## src/rtl/led_pattern_pkg.sv

```systemverilog
// Shared mode encodings and the seed rule for the LED pattern engine.
package led_pattern_pkg;

  localparam int unsigned MAX_WIDTH = 64;

  localparam logic [1:0] MODE_SHIFT  = 2'd0;
  localparam logic [1:0] MODE_BOUNCE = 2'd1;
  localparam logic [1:0] MODE_FILL   = 2'd2;
  localparam logic [1:0] MODE_BLINK  = 2'd3;

  // One-hot at the Dir-selected end for the moving-dot modes, dark otherwise.
  function automatic logic [MAX_WIDTH-1:0] seed(input logic [1:0] mode, input logic dir,
                                                input int unsigned width);
    logic [MAX_WIDTH-1:0] s;
    s = '0;
    if (mode == MODE_SHIFT || mode == MODE_BOUNCE) begin
      s = dir ? (MAX_WIDTH'(1) << (width - 1)) : MAX_WIDTH'(1);
    end
    return s;
  endfunction

endpackage

```

## src/rtl/led_tick_div.sv

```systemverilog
// Step prescaler: fires once every (TICK_DIV >> speed) enabled, unheld cycles.
module led_tick_div #(
  parameter int unsigned TICK_DIV = 10_000_000
) (
  input  logic       CLK_in,
  input  logic       Reset,
  input  logic       clr,
  input  logic       hold,
  input  logic [1:0] speed,
  output logic       tick
);

  logic [31:0] cnt_q;
  logic [31:0] lim;

  assign lim = (32'(TICK_DIV) >> speed) - 32'd1;
  // >= so that a faster speed selected mid-count fires straight away
  assign tick = !clr && !hold && (cnt_q >= lim);

  always_ff @(posedge CLK_in) begin
    if (Reset || clr) begin
      cnt_q <= '0;
    end else if (!hold) begin
      cnt_q <= tick ? '0 : cnt_q + 32'd1;
    end
  end

endmodule

```

## src/rtl/led_pattern_engine.sv

```systemverilog
// LED pattern generator: shift, bounce, fill and blink patterns advanced by a prescaled tick.
module led_pattern_engine
  import led_pattern_pkg::*;
#(
  parameter int unsigned WIDTH    = 16,
  parameter int unsigned TICK_DIV = 10_000_000
) (
  input  logic             CLK_in,
  input  logic             Reset,
  input  logic             Enable,
  input  logic             Hold,
  input  logic [1:0]       Mode,
  input  logic             Dir,
  input  logic [1:0]       Speed,
  output logic [WIDTH-1:0] LED,
  output logic             Step,
  output logic             Wrap
);

  logic [WIDTH-1:0] led_q, step_led, seed_val;
  logic [1:0]       mode_q;
  logic             bdir_q, seed_dir_q, step_q, wrap_q;
  logic             step_bdir, step_sdir, step_wrap;
  logic             mode_chg, one_hot, all_ones, tick;

  led_tick_div #(
    .TICK_DIV (TICK_DIV)
  ) u_tick_div (
    .CLK_in (CLK_in),
    .Reset  (Reset),
    .clr    (!Enable || mode_chg),
    .hold   (Hold),
    .speed  (Speed),
    .tick   (tick)
  );

  assign seed_val = WIDTH'(seed(Mode, Dir, WIDTH));
  assign mode_chg = (Mode != mode_q);
  assign one_hot  = $onehot(led_q);
  assign all_ones = &led_q;

  always_comb begin
    step_led  = led_q;
    step_wrap = 1'b0;
    step_bdir = bdir_q;
    step_sdir = seed_dir_q;
    unique case (mode_q)
      MODE_SHIFT: begin
        if (!one_hot) begin
          step_led = seed_val;
        end else if (!Dir) begin
          step_led  = {led_q[WIDTH-2:0], led_q[WIDTH-1]};
          step_wrap = led_q[WIDTH-1];
        end else begin
          step_led  = {led_q[0], led_q[WIDTH-1:1]};
          step_wrap = led_q[0];
        end
      end
      MODE_BOUNCE: begin
        // seed_dir_q remembers which end the period started from
        if (!one_hot) begin
          step_led  = seed_val;
          step_bdir = Dir;
          step_sdir = Dir;
        end else if (!bdir_q) begin
          step_led = led_q << 1;
          if (step_led[WIDTH-1]) begin
            step_bdir = 1'b1;
            step_wrap = seed_dir_q;
          end
        end else begin
          step_led = led_q >> 1;
          if (step_led[0]) begin
            step_bdir = 1'b0;
            step_wrap = !seed_dir_q;
          end
        end
      end
      MODE_FILL: begin
        if (all_ones) begin
          step_led  = '0;
          step_wrap = 1'b1;
        end else if (!Dir) begin
          step_led = {led_q[WIDTH-2:0], 1'b1};
        end else begin
          step_led = {1'b1, led_q[WIDTH-1:1]};
        end
      end
      MODE_BLINK: begin
        step_led  = ~led_q;
        step_wrap = all_ones;
      end
    endcase
  end

  always_ff @(posedge CLK_in) begin
    if (Reset) begin
      led_q      <= seed_val;
      mode_q     <= Mode;
      bdir_q     <= Dir;
      seed_dir_q <= Dir;
      step_q     <= 1'b0;
      wrap_q     <= 1'b0;
    end else if (!Enable) begin
      led_q  <= '0;
      mode_q <= Mode;
      step_q <= 1'b0;
      wrap_q <= 1'b0;
    end else if (mode_chg) begin
      led_q      <= seed_val;
      mode_q     <= Mode;
      bdir_q     <= Dir;
      seed_dir_q <= Dir;
      step_q     <= 1'b0;
      wrap_q     <= 1'b0;
    end else if (!Hold && tick) begin
      led_q      <= step_led;
      bdir_q     <= step_bdir;
      seed_dir_q <= step_sdir;
      step_q     <= 1'b1;
      wrap_q     <= step_wrap;
    end else begin
      step_q <= 1'b0;
      wrap_q <= 1'b0;
    end
  end

  assign LED  = led_q;
  assign Step = step_q;
  assign Wrap = wrap_q;

endmodule

```

## config.mk

```make
export PLATFORM = sky130hd
export DESIGN_NAME = led_pattern_engine
export DESIGN_NICKNAME = d
export VERILOG_FILES = /design/src/rtl/led_pattern_pkg.sv /design/src/rtl/led_tick_div.sv /design/src/rtl/led_pattern_engine.sv
export SDC_FILE = /design/constraint.sdc
export NUM_CORES = 1
export LEC_CHECK = 0
export CAP_MARGIN = 15
export CORE_ASPECT_RATIO = 0.7
export CORE_MARGIN = 2
export CORE_UTILIZATION = 30
export DETAILED_ROUTE_END_ITERATION = 10
export PLACE_DENSITY = 0.44
export SETUP_SLACK_MARGIN = 0.4
export SYNTH_ARGS = -nofsm -noshare
export SYNTH_HDL_FRONTEND = slang
export SYNTH_SLANG_ARGS = --single-unit
```

## constraint.sdc

```tcl
create_clock -name CLK_in -period 4.4 [get_ports CLK_in]
set_input_delay 0.66 -clock CLK_in [delete_from_list [all_inputs] [get_ports CLK_in]]
set_output_delay 0.66 -clock CLK_in [all_outputs]
set_load 0.02 [all_outputs]
```

; Word level (Yosys, flattened, before mapping)
; Index checks and enable logic that the tools add are counted.
[totals]
reg_bits = 54
in_bits = 9
out_inout_bits = 18
word_cells = 99
[classes]
addsub = 17
magnitude_cmp = 1
n_eq_ne = 9
shift = 1
mux = 41
bitwise_logic = 3
n_reduce_logical = 20
[op_table]
columns = cell, n
row1 = two-way mux 16 bit, 12
row2 = one-hot mux 16 bit (4 select lines), 1
row3 = adder 32 x 1 -> 32 bit (second input constant), 1
row4 = greater-or-equal comparator 32 bit, 1
row5 = two-way mux 32 bit, 1
row6 = right shift 24 x 2 -> 32 bit (first input constant), 1
row7 = subtractor 32 x 1 -> 32 bit (second input constant), 1
row8 = two-way mux 1 bit, 23
row9 = adder 1 x 1 -> 2 bit, 8
row10 = inverter 16 bit, 1
row11 = AND reduction 16 bit, 1
row12 = adder 2 x 2 -> 3 bit, 4
row13 = adder 3 x 3 -> 4 bit, 2
row14 = two-way mux 2 bit, 3
row15 = nonzero test 3 bit, 2
row16 = adder 4 x 4 -> 5 bit, 1
row17 = equality test 5 x 1 -> 1 bit (second input constant), 1
row18 = equality test 2 x 1 -> 1 bit (second input constant), 2
row19 = equality test 2 bit (second input constant), 2
row20 = zero test 1 bit, 4
row21 = zero test 2 bit, 2
row22 = != test 4 x 2 -> 1 bit (second input constant), 1
row23 = one-hot mux 1 bit (4 select lines), 1
row24 = AND reduction 4 bit, 1
row25 = 10 further kinds, 15

; Longest topological paths before layout
[depth]
word_depth = 11
ltp_mapped = 18
mapped_depth_nobuf = 16

; Hierarchy
; From an unflattened synthesis, not the netlist that was laid out.
[unflattened]
hier_cells = 455
hier_area_um2 = 4307.9
[by_module_without_submodules]
columns = mod, instances, cells_per_inst, area_per_inst_um2, seq_area_each_um2
row1 = led_pattern_engine, 1, 217, 2185.8, 640.6
row2 = led_tick_div, 1, 238, 2122.0, 640.6

; Least setup slack after synthesis
; OpenSTA, ideal clock, no wires.
[synth_timing]
kind = register to register
from = reg led_q[5] (netlist: LED[5])
to = reg led_q[10] (netlist: LED[10]) (data pin)
setup_ps = 268
t_arrival_ps = 4470
t_required_ps = 4132
setup_slack_ps = -338
path_stages_with_launch = 19
n_path_buf = 2
synth_period_minus_slack_ps = 4738
cell_sequence = edfxtp_1 -> inv_1 -> fa_1 -> inv_1 -> fa_1 -> fa_1 -> inv_1 -> fa_1 -> inv_1 -> ha_1 -> fa_1 -> and2_1 -> a21oi_1 -> nand2b_1 -> buf_2 -> nor2_1 -> clkbuf_1 -> a221oi_1 -> nor2_1
[synth_via]
elab_chain_len = 11
word_cells_on_any_way = 14
cone_classes = add/sub (4) / eq/ne (1) / mux (8) / reduce/logical (1)
[synth_rtl]
columns = element, line_no
row1 = from (decl), led_pattern_engine.sv:20  ; logic [WIDTH-1:0] led_q, step_led, seed_val;
row2 = from (signal assigned), led_pattern_engine.sv:98  ; led_q <= seed_val;
row3 = from (signal assigned), led_pattern_engine.sv:110  ; led_q <= seed_val;
row4 = from (signal assigned), led_pattern_engine.sv:117  ; led_q <= step_led;
row5 = adder 1 x 1 -> 2 bit (not written as such), led_pattern_engine.sv:39  ; assign one_hot = $onehot(led_q);
row6 = adder 2 x 2 -> 3 bit (not written as such), led_pattern_engine.sv:39
row7 = adder 3 x 3 -> 4 bit (not written as such), led_pattern_engine.sv:39
row8 = adder 4 x 4 -> 5 bit (not written as such), led_pattern_engine.sv:39
row9 = equality test 5 x 1 -> 1 bit, led_pattern_engine.sv:39
row10 = "two-way mux 16 bit, on equally long branches", "led_pattern_engine.sv:61, led_pattern_engine.sv:49"
row11 = one-hot mux 16 bit (4 select lines) *, led_pattern_engine.sv:47  ; unique case (mode_q)
row12 = two-way mux 16 bit *, led_pattern_engine.sv:116  ; end else if (!Hold && tick) begin
row13 = two-way mux 16 bit *, led_pattern_engine.sv:109  ; end else if (mode_chg) begin
row14 = two-way mux 16 bit *, led_pattern_engine.sv:104  ; end else if (!Enable) begin
row15 = two-way mux 16 bit *, led_pattern_engine.sv:97  ; if (Reset) begin
; Every way passes the cells marked *; elsewhere a longest branch is shown, timed or not. The select of a mux whose other input is x is not followed.
; A chain may end at the register's enable or synchronous reset.

; Worst setup path after layout
[layout_timing]
from = reg led_q[15] (netlist: LED[15])
to = reg led_q[0] (netlist: LED[0]) (data pin)
; The elaborated chain is that of the path after synthesis.

==> flow_metrics.py <==
metrics = {
    "sta": {
        "whs_ns": 0.5317,
        "max_clock_freq_mhz": 215.5,
        "final.setup_skew_ns": 0.008536,
        "hold_viol": 0,
        "grt_setup_unrepaired": "yes",
        "tightestPinTransition_ns": 1.031,
        "setup_viol": 16,
        "setup_ws_ns": -0.2406,
        "drv_slew": 0,
        "timing.final.crit_share_pct": 105.5,
        "worst_slew_margin_rel_pct": 31.27,
        "timing.final.crit_period_ns": 4.641,
    },
    "routing": {
        "post_drt_via_cell_ratio": 5.023,
        "drt.antenna.violating_nets": 0,
        "avgRoutedWirePerCell_um": 17.00,
        "detail_route.iter0.violations": 264,
        "drt_pre_antenna_iters": 4,
        "via_count": 3571,
        "detail_route.wirelength_um": 12090,
        "route.detailed.drc": 0,
    },
    "worst_setup_path": {
        "crit_path_start": "LED[15]",
        "critical_path_buf_inv_count": 4,
        "r2r_cells": 15,
        "slowest_stage": "fa_1",
        "crit_path_max_incr_delay_ns": 0.55,
        "worst_path_dominant_cell_family": "adder cells",
        "worst-path-max-fanout": 3,
        "critical_path_arrival_ns": 4.69,
        "critical_path.startpoint_type": "register",
        "crit_type": "register to register",
        "setup.worst_path.end": "LED[0]",
        "worst-path-stages": 15,
        "rrSetupSlack_ns": -0.24,
        "worstPathRequired_ns": 4.45,
        "regToRegStartpoint": "LED[15]",
        "ordered_list_of_cells_on_the_worst_path": "fa_1 > inv_1 > fa_1 > inv_1 > fa_1 > inv_1 > fa_1 > inv_1 > ha_2 > fa_2 > nor4b_4 > nand2b_4 > mux2i_1 > or4_1 > a32o_2",
        "r2r_end": "LED[0]",
        "critPathCaptureType": "register",
    },
    "floorplanning": {
        "fp.coreArea_mm2": 0.01323,
        "die_h_um": 101.5,
        "rows": 35,
        "die_width_um": 143.2,
        "start_util_pct": 30.78,
        "dieArea_mm2": 0.01453,
        "design.portCount": 27,
    },
    "place": {
        "hpwl_um": 8379,
        "area_post_placement_mm2": 0.004798,
        "gpl.final_weighted_congestion": 0.8328,
        "total_of_buffers_placed_on_input_and_output_ports": 26,
    },
    "global_routing": {
        "number_of_antenna_violations_at_the_first_check_in_global_routing": 0,
        "first_global_vias": 3425,
        "grt_remaining_overflow": 0,
        "globalRouteTotalUtil_pct": 16.72,
        "maximum_number_of_pins_on_one_net_before_global_route_repair": 53,
        "grt_pass1_wl_um": 18760,
    },
    "hold_path": {
        "hold_path.class": "register to register",
        "min-delay-start": "u_tick_div.cnt_q[1]",
    },
    "job": {
        "max_cap_violations": 0,
    },
    "power": {
        "p_comb_share_pct": 38.4,
        "power_density_mw_per_mm2": 329.1,
        "p_clk_share_pct": 29.1,
        "total_leakage_power_nw": 2.054,
        "net_switching_power_of_the_design_mw": 0.5765,
        "seqPwrFrac_pct": 32.5,
        "power.internal_mw": 1.156,
        "ir_drop_v": 0.0001570,
        "p_sw_share_pct": 33.27,
    },
    "logic_synthesis": {
        "asyncSetResetFlopFracSynth_pct": 0,
        "yosysTopAreaCellShare_pct": 16.72,
        "synth_xor_area_share_pct": 6.456,
        "synthDominantAreaCellType": "dfxtp_1",
        "synthMostInstantiatedCell": "nand2_1",
        "synth_top_family_by_area": "simple AND/OR/NAND/NOR gates",
        "syn_area_per_cell_um2": 8.569,
        "synth_mux_area_share_pct": 4.734,
        "synth.yosys.seq_area_share_pct": 31.48,
        "post_synth_main_area_contributors": "dfxtp_1 17%, edfxtp_1 15%, ha_1 10%, fa_1 4.9%, nand2_1 4.2%",
        "yosys.area_share.simple_pct": 24.25,
        "synthAdderAreaFrac_pct": 15.37,
        "synth_compound_gate_area_share_pct": 12.23,
        "syn_inst": 475,
        "yosys_most_used_dff": "dfxtp_1",
        "synth_cell_type_count": 50,
        "synth-edff-count": 20,
        "netlist_area_mm2": 0.004070,
        "ys_seq_elements": 54,
        "synth.net_count": 528,
        "yosys-top-cells-count": "45 x nand2_1, 43 x nor2_1, 35 x inv_1",
        "yosys_warnings": 0,
    },
    "layout": {
        "design.final.nets": 578,
        "finish.instance_area_mm2": 0.005264,
        "seqCellArea_mm2": 0.001281,
        "drive_above_1_share_pct": 18.63,
        "antenna_diode_count": 0,
        "footprint_of_the_multi_input_gates_mm2": 0.002770,
        "fill_cells": 1334,
        "area_growth_syn_to_layout_pct": 29.33,
    },
    "status": {
        "violations": "setup timing",
        "status": "finished with violations",
    },
    "clock_network": {
        "cts_inserted_buffers": 5,
        "root_buffer": "clkbuf_16",
        "clkSlewWorstSetupHoldPaths_ns": 0.08,
        "h-tree-depth": 2,
        "tritoncts_num_sinks": 54,
        "clock_latency_reported_for_the_late_side_of_the_worst_skew_pair_ns": 0.30,
        "clk_path_buf_depth": 2,
        "tritoncts": "done",
    },
}
[worst min-delay path by stage]
| stage | end | slack [ns] | depth (start not counted) |
|---|---|---|---|
| after global placement | u_tick_div.cnt_q[3] | 0.50 | 2 |
| after detailed placement | u_tick_div.cnt_q[1] | 0.52 | 2 |
| after CTS | u_tick_div.cnt_q[1] | 0.53 | 2 |
| final | u_tick_div.cnt_q[1] | 0.53 | 2 |
| after floorplan | u_tick_div.cnt_q[3] | 0.48 | 2 |
| after global routing | u_tick_div.cnt_q[1] | 0.57 | 2 |
[routing by layer]
metal | share of wire (%) | GRT usage, %
met2 | 40 | 23.48
met4 | 0.31 | 2.941
met1 | 55 | 26.56
met5 | 0 | 0
met3 | 4.7 | 3.026
[stage by stage]
| step | util [%] | TNS [ns] | std cells | worst slack, ns | power (mW) |
|---|---|---|---|---|---|
| after global routing | 39.80 | -5.946 | 711 | -0.4096 | 1.826 |
| after floorplan | - | -1.744 | 475 | -0.1855 | 0.9407 |
| after global placement | 36.28 | -3.288 | 694 | -0.3048 | 1.111 |
| after CTS | 38.71 | -2.900 | 706 | -0.2544 | 1.702 |
| final | 39.80 | -2.749 | 711 | -0.2406 | 1.733 |
| after detailed placement | 36.28 | -4.536 | 694 | -0.3974 | 1.111 |
[area by class of cell]
class,instances,share of cell area (%)
sequential,54,24.34
inverter,35,2.496
timing repair buffer,65,12.55
multi-input combinational,364,52.63
tap,185,4.397
clock buffer,8,3.589
[what timing repair did]
action,CTS,global route
buffers inserted,3,3
gates cloned,1,2
pin swaps,8,5
resized for setup,14,16
endpoints found under the setup margin,20,36
hold buffers,0,0
[placed cells by master, fill, tap and decap left out, types with 3 or more instances in the layout]
| cell | netlist | final |
|---|---|---|
| nand2_1 | 45 | 44 |
| nor2_1 | 43 | 42 |
| dfxtp_1 | 34 | 34 |
| inv_1 | 35 | 32 |
| ha_1 | 34 | 32 |
| buf_4 | 1 | 31 |
| nor3_1 | 33 | 30 |
| o21ai_0 | 30 | 25 |
| clkdlybuf4s50_1 | 0 | 25 |
| edfxtp_1 | 20 | 20 |
| nand4_1 | 17 | 17 |
| a21oi_1 | 17 | 16 |
| xnor2_1 | 16 | 16 |
| nand3_1 | 15 | 15 |
| xor2_1 | 14 | 14 |
| mux2_2 | 10 | 10 |
| a221oi_2 | 0 | 9 |
| fa_1 | 10 | 9 |
| clkbuf_16 | 0 | 9 |
| mux2i_1 | 8 | 8 |
| and3_1 | 8 | 8 |
| o21ai_1 | 0 | 5 |
| a31oi_1 | 4 | 4 |
| nor4_1 | 5 | 4 |
| and4_1 | 5 | 4 |
| nand2b_1 | 5 | 4 |
| inv_2 | 0 | 3 |
| a21o_1 | 3 | 3 |
| o211ai_1 | 3 | 3 |
| nor3_2 | 1 | 3 |
| buf_12 | 0 | 3 |
[power groups by stage]
stage               combinational (mW)  sequential (mW)  clock (mW)
floorplan                        0.367            0.574           0
global placement                 0.537            0.574           0
detailed placement               0.537            0.574           0
CTS                              0.632            0.563       0.507
global route                     0.730            0.567       0.529
finish                           0.665            0.563       0.504
[cells by family after synthesis]
family / count (synthesis)
compound gates: 78
flops: 54
simple gates: 194
xor+xnor: 30
mux: 18
buf+inv: 57
fa+ha+maj: 44
[flip-flops by register name, summed over array words and instances, names as in the netlist]
register / count
u_tick_div.cnt_q: 32
LED: 16
mode_q: 2
Step: 1
Wrap: 1
bdir_q: 1
seed_dir_q: 1
[worst reg2reg max path, delay by kind of cell, from the launching register on]
| family | cells | cell delay, ns |
|---|---|---|
| and+or+nand+nor | 3 | 0.77 |
| adders and majority gates | 6 | 2.56 |
| buffers and inverters | 4 | 0.23 |
| DFF | 1 | 0.44 |
| muxes | 1 | 0.12 |
| AOI/OAI and AO/OA | 1 | 0.28 |
No activity file was read; power rests on OpenSTA's default activity.
